[config.mk]
export PLATFORM = sky130hd
export DESIGN_NAME = shift_reg_universal
export DESIGN_NICKNAME = d
export VERILOG_FILES = /design/src/rtl/shift_reg_universal.sv
export SDC_FILE = /design/constraint.sdc
export NUM_CORES = 1
export LEC_CHECK = 0
export CAP_MARGIN = 20
export CORE_MARGIN = 5
export CORE_UTILIZATION = 46
export DETAILED_ROUTE_END_ITERATION = 7
export PLACE_DENSITY = 0.83
export SYNTH_ARGS = -nofsm -noshare
export SYNTH_HDL_FRONTEND = slang
export SYNTH_SLANG_ARGS = --single-unit
[constraint.sdc]
create_clock -name clk -period 2.5 [get_ports clk]
set_input_delay 0.5 -clock clk [delete_from_list [all_inputs] [get_ports clk]]
set_output_delay 0.5 -clock clk [all_outputs]
set_load 0.02 [all_outputs]
[src/rtl/shift_reg_universal.sv]
// Universal shift register: serial in/out, parallel load and rotate, with a
// frame counter that latches every completed WIDTH-bit serial word.
module shift_reg_universal #(
   parameter int unsigned WIDTH     = 8,
   parameter bit          LSB_FIRST = 1'b1
) (
   input  logic                     clk,
   input  logic                     reset_p,
   input  logic                     en,
   input  logic [1:0]               mode,
   input  logic                     d,
   input  logic [WIDTH-1:0]         par_in,
   output logic                     f,
   output logic [WIDTH-1:0]         q,
   output logic [WIDTH-1:0]         frame_q,
   output logic                     frame_valid,
   output logic [$clog2(WIDTH):0]   bit_cnt
);

   localparam int unsigned CW = $clog2(WIDTH) + 1;
   localparam logic [CW-1:0] LAST_BIT = CW'(WIDTH - 1);

   typedef enum logic [1:0] {
      ModeHold   = 2'b00,
      ModeShift  = 2'b01,
      ModeLoad   = 2'b10,
      ModeRotate = 2'b11
   } mode_e;

   mode_e            op;
   logic [WIDTH-1:0] shifted;
   logic [WIDTH-1:0] rotated;

   assign op = mode_e'(mode);

   // Bit order only changes which end is the input and which is the output.
   if (LSB_FIRST) begin : g_lsb_first
      assign shifted = {d, q[WIDTH-1:1]};
      assign rotated = {q[0], q[WIDTH-1:1]};
      assign f       = q[0];
   end else begin : g_msb_first
      assign shifted = {q[WIDTH-2:0], d};
      assign rotated = {q[WIDTH-2:0], q[WIDTH-1]};
      assign f       = q[WIDTH-1];
   end

   always_ff @(posedge clk) begin
      if (reset_p) begin
         q           <= '0;
         frame_q     <= '0;
         frame_valid <= 1'b0;
         bit_cnt     <= '0;
      end else begin
         frame_valid <= 1'b0;
         if (en) begin
            case (op)
               ModeShift: begin
                  q <= shifted;
                  if (bit_cnt == LAST_BIT) begin
                     frame_q     <= shifted;
                     frame_valid <= 1'b1;
                     bit_cnt     <= '0;
                  end else begin
                     bit_cnt <= bit_cnt + CW'(1);
                  end
               end
               ModeLoad: begin
                  // A load discards any partially received frame.
                  q       <= par_in;
                  bit_cnt <= '0;
               end
               ModeRotate: q <= rotated;
               default: ;
            endcase
         end
      end
   end

endmodule

# Word-level counts from Yosys, hierarchy flattened
# Cells that the tools add are included.
# totals
elab_cells	21
input_bits	14
memories	0
latchBits	0
register_bits	21
mem_bits_ro	0
ramBits	0
# classes
n_bitwise	2
n_shift	0
n_reduce_logical	6
mul	0
order_cmp	0
n_eq_ne	4
div_mod_pow	0
add_sub_neg	1
n_mux	4
# ops
cell	n
8-bit one-hot mux with 3 select lines	1
4-bit one-hot mux with 2 select lines	1
4-bit by 1-bit adder with 4-bit output, second input constant	1
2-bit equality test, second input constant	2
4-bit by 3-bit equality test with 1-bit output, second input constant	1
4-bit 2-to-1 mux	1
2-bit AND reduction	2
3-bit AND reduction	1
3-bit nonzero test	1
3-bit OR reduction	1
2-bit by 1-bit equality test with 1-bit output, second input constant	1
1-bit NOT	2
2-bit nonzero test	1
1-bit 2-to-1 mux	1

# Logic depth before layout (Yosys ltp)
# Gate-level depths: netlist of the first run.
# depth
depth_word	3
mapped_depth	7
ltp_nobuf	5

# Worst setup path after synthesis of the first run
# Ideal clock, no wire load.
# synth_timing
kind	input to register
from	input mode[0]
to	register bit_cnt[2]
setup_slack_ns	0.762
arrival_ns	1.668
cell_stages	5
required_time_ns	2.430
setup_time_ns	0.070
path_cell_list	inv_1 > ha_1 > nand2_1 > or4b_2 > a21oi_1
# synth_between
elab_chain_len	3
word_cells_on_any_way	5
cone_classes	2 x eq/ne; 1 x mux; 2 x reduce/logical
# synth_rtl
item	line_no	source
start: declaration	10	input logic [1:0] mode,
2-bit by 1-bit equality test with 1-bit output or 2-bit equality test (tied branches)	56	case (op)
2-bit nonzero test (no line)	-	
2-bit AND reduction (no line)	-	
end signal: assignment	64	bit_cnt <= bit_cnt + CW'(1);
end: declaration	17	output logic [$clog2(WIDTH):0] bit_cnt
# Several ways; a longest one is shown, not always the timed one.
# A chain may end at the register's enable or synchronous reset.

# Worst setup path in the final report of the first run
# Ends and elaborated chain as after synthesis.

==> results of run 1 <==
==> worst max-delay path by stage <==
| stage | from | to | slack [ns] | cells after the start |
|---|---|---|---|---|
| final | mode[0] | bit_cnt[2] | 0.42 | 6 |
| after global placement | mode[0] | bit_cnt[2] | 0.17 | 6 |
| after CTS | mode[0] | bit_cnt[2] | 0.43 | 6 |
| after floorplan | mode[0] | bit_cnt[2] | 0.76 | 5 |
| after global routing | mode[0] | bit_cnt[2] | 0.35 | 6 |
| after detailed placement | mode[0] | bit_cnt[2] | 0.11 | 6 |
==> power by group through the flow <==
stage	Sequential, W	Combinational, W	Clock [W]
after floorplan	0.000378	0.0000490	0
after global placement	0.000366	0.000117	0
after detailed placement	0.000366	0.000118	0
after CTS	0.000359	0.000119	0.000167
after global routing	0.000361	0.000129	0.000179
final	0.000359	0.000118	0.000167
==> routing by layer <==
metal  vias to the layer above  share of wire (%)  GRT usage [%]
met1                       452                 43          17.80
met5                         -                  0              0
li1                        471                  -              -
met2                        36                 49          25.68
met4                         0               0.56          3.125
met3                         2                7.8          5.128
==> cells in the final DEF (no fill, tap or decap) <==
| cell type | instances |
|---|---|
| dfxtp_1 | 21 |
| nor2_1 | 9 |
| inv_1 | 2 |
| nand2_1 | 5 |
| a211oi_1 | 8 |
| o21ai_0 | 9 |
| and2_1 | 1 |
| clkbuf_4 | 3 |
| a31oi_1 | 1 |
| a221oi_1 | 1 |
| a22oi_1 | 7 |
| nor3b_1 | 1 |
| nor2b_1 | 1 |
| and3b_1 | 1 |
| or4_1 | 2 |
| or4b_2 | 1 |
| clkinv_2 | 1 |
| nand3b_1 | 3 |
| nand4b_1 | 1 |
| nand2b_1 | 1 |
| a21oi_1 | 11 |
| ha_1 | 5 |
| buf_4 | 2 |
| nor3_1 | 1 |
| clkdlybuf4s50_1 | 35 |
| nand3_1 | 9 |
==> critical path, delay by kind of cell <==
kind	cells	cell delay (ns)
adders and majority gates	1	0.31
and+or+nand+nor	2	0.75
buffers and inverters	2	0.59
AOI/OAI and AO/OA	1	0.16
==> metrics by stage <==
| step | worst slack, ns | util (%) | power [W] |
|---|---|---|---|
| 3_5_place_dp | 0.1124 | 66.84 | 0.0004846 |
| 2_1_floorplan | 0.7620 | - | 0.0004266 |
| 4_1_cts | 0.4270 | 68.24 | 0.0006454 |
| 5_1_grt | 0.3534 | 68.24 | 0.0006698 |
| 6_report | 0.4249 | 68.24 | 0.0006445 |
| 3_3_place_gp | 0.1712 | 66.84 | 0.0004827 |
==> cell type report <==
type | instances | area, um2
Clock inverter | 1 | 5.005
Fill cell | 184 | 623.1
Clock buffer | 3 | 22.52
Sequential cell | 21 | 420.4
Timing Repair Buffer | 37 | 365.4
Inverter | 2 | 7.507
Multi-Input combinational cell | 78 | 484.2
Tap cell | 27 | 33.78
==> cells by family after synthesis <==
group	synth area share [%]
flip-flops	44.04
buffers and inverters	5.243
adder cells (fa/ha/maj)	6.553
AO/OA/AOI/OAI	23.85
AND/OR/NAND/NOR	20.31
==> flip-flops by register name (all words and copies together), names as in the netlist <==
name         count
bit_cnt          4
frame_q          8
frame_valid      1
q                8
==> results.py, run 1 <==
metrics = {
    "place": {
        "placedInstanceArea_um2": 1311,
        "portBuffers": 35,
        "gp_congestion": 0.8295,
        "numPlacedInstances": 165,
        "dp_hpwl_mm": 1.711,
    },
    "setup_path": {
        "slowest_stage": "or4b_2",
        "start_kind": "input port",
        "crit_type": "input port to flop",
        "path_max_fanout": 6,
        "reg2reg_depth": 4,
        "cp.required_ns": 2.73,
        "worst-r2r-setup-slack_ns": 0.83,
        "r2r_end": "bit_cnt[3]",
        "crit_arrival_ns": 2.31,
        "max_stage_delay_ns": 0.63,
        "end_kind": "flop",
        "rr_startpoint": "bit_cnt[0]",
        "worstPathCellList": "clkdlybuf4s50_1, inv_1, ha_1, nand2_1, or4b_2, a21oi_1",
    },
    "global_route": {
        "grt_usage_pct": 14.91,
        "grt.overflow.total": 0,
        "grt_pass1_wl_mm": 3.884,
        "antenna_found_initial": 0,
        "grt_max_degree": 22,
        "grt_pass1_vias": 872,
    },
    "cells_and_area": {
        "final_cells": 169,
        "area_delta_synth_final_pct": 40.24,
        "nets": 162,
        "antenna_cells": 0,
        "drive_above_1_share_pct": 4.930,
        "fin_area_um2": 1339,
    },
    "routing": {
        "vias": 961,
        "first_pass_iters": 4,
        "routed_wl_mm": 2.313,
        "wl_per_cell_um": 13.69,
        "ant_nets": 0,
        "route.detailed.drc": 0,
        "drt_iter0_drc": 21,
        "viasPerCell": 5.686,
    },
    "clock_network": {
        "clock_path_buffers": 2,
        "numCtsBuffers": 3,
        "cts_tree": "yes",
        "clk_latency_ns": 0.30,
        "cts_root_buf": "clkbuf_4",
        "cts_max_level": 1,
        "cts_sinks": 21,
        "clk_pin_slew_ns": 0.12,
        "post-cts-setup-buffers": 0,
        "hold_buffers": 0,
        "cts_resized": 0,
    },
    "yosys": {
        "yosysTopAreaCell": "dfxtp_1",
        "synth_seq_area_share_pct": 44.04,
        "synth_top_area_share_pct": 44.04,
        "ys.flop_type": "dfxtp_1",
        "syn_inst": 109,
        "synth_seq_cells": 21,
        "async_reset_ff_share_pct": 0,
        "synth_area_per_cell_um2": 8.758,
        "yosys_warnings": 0,
        "synth_commonest_cells": "21 x dfxtp_1, 11 x a21oi_1, 9 x nand3_1, 9 x nor2_1, 9 x o21ai_0",
        "synth_nets": 128,
        "yosys-top-cells-area": "dfxtp_1 44%, ha_1 6.6%, a211oi_1 6.3%",
        "syn_area_um2": 954.7,
        "synth.most_common_cell": "dfxtp_1",
        "synth_edf_count": 0,
        "ys_types": 26,
    },
    "hold_path": {
        "whs_path_depth": 2,
        "hold_class": "flop to flop",
        "hold-path-endpoint": "frame_q[0]",
        "hold_start": "frame_q[0]",
    },
    "die": {
        "core_area_um2": 1962,
        "fp.dieH_um": 55.56,
        "start_util_pct": 48.66,
        "chipWidth_um": 55.56,
        "dieArea_um2": 3086,
        "io_pins": 36,
        "row_count": 16,
    },
    "pwr": {
        "ir_worst_vdd_mv": 0.3454,
        "p_sw_w": 0.0001783,
        "p_comb_share_pct": 18.4,
        "p_sw_share_pct": 27.67,
        "power_density_nw_per_um2": 481.4,
        "internal-power_w": 0.0004661,
        "cellLeakagePower_nw": 0.4661,
        "power_frac_clock_pct": 25.9,
        "seqPwrFrac_pct": 55.7,
    },
    "timing": {
        "fin_crit_ns": 2.075,
        "rsz0062_at_grt": "false",
        "slew_violations": 0,
        "slew_headroom_pct": 50.91,
        "max_freq_mhz": 481.9,
        "hold_slack_ns": 0.4857,
        "skew_ns": 0.002399,
        "fin_crit_sh_pct": 83.01,
        "finalHoldViolCount": 0,
        "tightest_slew_ns": 0.7341,
        "setup_viol": 0,
        "setup_tns_ns": 0,
    },
    "run": {
        "cap_violations": 0,
    },
    "run_status": {
        "status": "complete, no violations",
    },
}
(Power assumes the default switching activity.)
==> run 2, diff against run 1 <==
Settings changed: CORE_UTILIZATION 46 to 42, PLACE_DENSITY 0.83 to 0.77.
Clock period 2.5 ns to 2.05 ns, I/O delays scaled along.
==> run 2 against run 1 <==
  * Largest cell class unchanged
  * Critical path type unchanged
  * Clock power up 16%
  * Routed wire length up 2.6%
  * Die area up 7.8%
  * Global-route usage down 0.38 points
  * Power up 22%
  * Via count down 2.8%
  * Flip-flop and latch count unchanged
  * Critical endpoint unchanged
==> results.py, run 2 (same netlist as run 1, synthesis figures left out) <==
metrics = {
    "pwr": {
        "p_sw_share_pct": 26.73,
        "power_density_nw_per_um2": 565.7,
        "seqPwrFrac_pct": 55.6,
        "p_comb_share_pct": 19.9,
        "p_sw_w": 0.0002106,
        "ir_worst_vdd_mv": 0.3410,
        "power_frac_clock_pct": 24.5,
        "internal-power_w": 0.0005773,
        "cellLeakagePower_nw": 0.4994,
    },
    "cells_and_area": {
        "most-common-layout-cells": "35 x clkdlybuf4s50_1, 21 x dfxtp_1, 11 x a21oi_1",
        "nets": 169,
        "area_delta_synth_final_pct": 45.87,
        "drive_above_1_share_pct": 9.396,
        "fin_area_um2": 1393,
        "largest_registers": "frame_q: 8 flops, q: 8 flops, bit_cnt: 4 flops",
        "final_common_cell": "clkdlybuf4s50_1",
        "antenna_cells": 0,
        "final_cells": 177,
    },
    "timing": {
        "fin_crit_ns": 1.903,
        "setup_viol": 0,
        "worst_slack_ns": 0.1466,
        "fin_crit_sh_pct": 92.85,
        "finalHoldViolCount": 0,
        "tightest_slew_ns": 0.3063,
        "slew_violations": 0,
        "max_freq_mhz": 525.4,
        "rsz0062_at_grt": "false",
        "slew_headroom_pct": 79.58,
        "skew_ns": 0.01312,
    },
    "routing": {
        "first_pass_iters": 4,
        "route.detailed.drc": 0,
        "wl_per_cell_um": 13.41,
        "ant_nets": 0,
        "drt_iter0_drc": 22,
        "routed_wl_mm": 2.374,
        "viasPerCell": 5.277,
        "vias": 934,
    },
    "clock_network": {
        "clk_latency_ns": 0.30,
        "hold_buffers": 0,
        "cts_sinks": 21,
        "cts_resized": 0,
        "numCtsBuffers": 3,
        "cts_root_buf": "clkbuf_4",
        "cts_max_level": 1,
        "post-cts-setup-buffers": 0,
        "clock_path_buffers": 2,
        "cts_tree": "yes",
        "clk_pin_slew_ns": 0.12,
    },
    "place": {
        "gp_congestion": 0.7344,
        "placedInstanceArea_um2": 1365,
        "numPlacedInstances": 173,
        "pre_cts_ws_ns": -0.1481,
        "dp_hpwl_mm": 1.826,
        "portBuffers": 35,
    },
    "setup_path": {
        "cp.required_ns": 2.27,
        "start_kind": "input port",
        "worst-r2r-setup-slack_ns": 0.41,
        "worstSetupStartpoint": "mode[1]",
        "reg2reg_depth": 4,
        "crit_type": "input port to flop",
        "worstPathCellList": "clkdlybuf4s50_1, inv_1, ha_1, nand2_1, or4b_2, a21oi_1",
        "rr_startpoint": "bit_cnt[0]",
        "path_max_fanout": 3,
        "slowest_stage": "or4b_2",
        "end_kind": "flop",
        "crit_arrival_ns": 2.13,
        "max_stage_delay_ns": 0.61,
    },
    "die": {
        "io_pins": 36,
        "fp.dieH_um": 57.68,
        "dieArea_um2": 3326,
        "row_count": 17,
        "chipWidth_um": 57.68,
        "start_util_pct": 43.58,
        "core_area_um2": 2191,
    },
    "global_route": {
        "grt_max_degree": 22,
        "grt.overflow.total": 0,
        "grt_pass1_wl_mm": 3.960,
        "grt_usage_pct": 14.53,
        "grt_pass1_vias": 851,
        "antenna_found_initial": 0,
    },
    "run": {
        "cap_violations": 0,
    },
    "run_status": {
        "status": "complete, no violations",
    },
    "hold_path": {
        "whs_path_depth": 2,
        "hold_class": "flop to flop",
        "hold_start": "frame_q[0]",
    },
}
-- run 2: changes by cell type in the layout (fill, tap and decap cells not counted), sizes merged --
cell,change
buf,+7
-- run 2: cell type report --
cell class | count | area [um2]
inverter | 2 | 7.507
clock inverter | 1 | 5.005
tap | 28 | 35.03
multi-input combinational | 78 | 484.2
timing repair buffer | 44 | 417.9
clock buffer | 3 | 22.52
sequential | 21 | 420.4
fill | 183 | 798.3
-- run 2: metrics by stage --
stage	util, %	power (W)	TNS (ns)	hold slack, ns
finish	63.56	0.0007879	0	0.4803
global route	63.56	0.0008255	0	0.5095
CTS	63.56	0.0007953	0	0.4845
detailed placement	62.31	0.0006029	-0.7295	0.4673
global placement	62.31	0.0006002	-0.4512	0.4623
floorplan	-	0.0005203	0	0.4893
-- run 2: per-layer routing --
layer  global-route usage [%]  routed length [um]  vias up
met5                        0                   0        -
met4                    3.974                  17        0
met3                    4.009                 144        2
met2                    22.10                1034       24
met1                    20.16                1177      426
li1                         -                   -      482
-- run 2: path summary, 6_finish.rpt --
kind / endpoint
setup / recovery: bit_cnt[2]
hold / removal: frame_q[0]
setup reg to reg: bit_cnt[3]
hold reg to reg: frame_q[0]
-- run 2: power by group through the flow --
stage               combinational (W)  clock (W)  sequential, W
floorplan                   0.0000597          0       0.000461
global placement             0.000153          0       0.000447
detailed placement           0.000156          0       0.000447
CTS                          0.000157   0.000200       0.000438
global route                 0.000168   0.000217       0.000441
finish                       0.000157   0.000193       0.000438
-- run 2: critical path: cells and delay by family --
family	cells	cell delay, ns
simple gates	2	0.70
buf+inv	2	0.54
fa+ha+maj	1	0.31
compound gates	1	0.17
==> run 3, diff against run 2 <==
Settings changed: CORE_UTILIZATION 42 to 46, PLACE_DENSITY 0.77 to 0.83.
Clock period 2.05 ns to 2.5 ns, I/O delays scaled along.
==> results of run 3 <==
The final DEF is identical to that of run 1; final timing and power are the same.
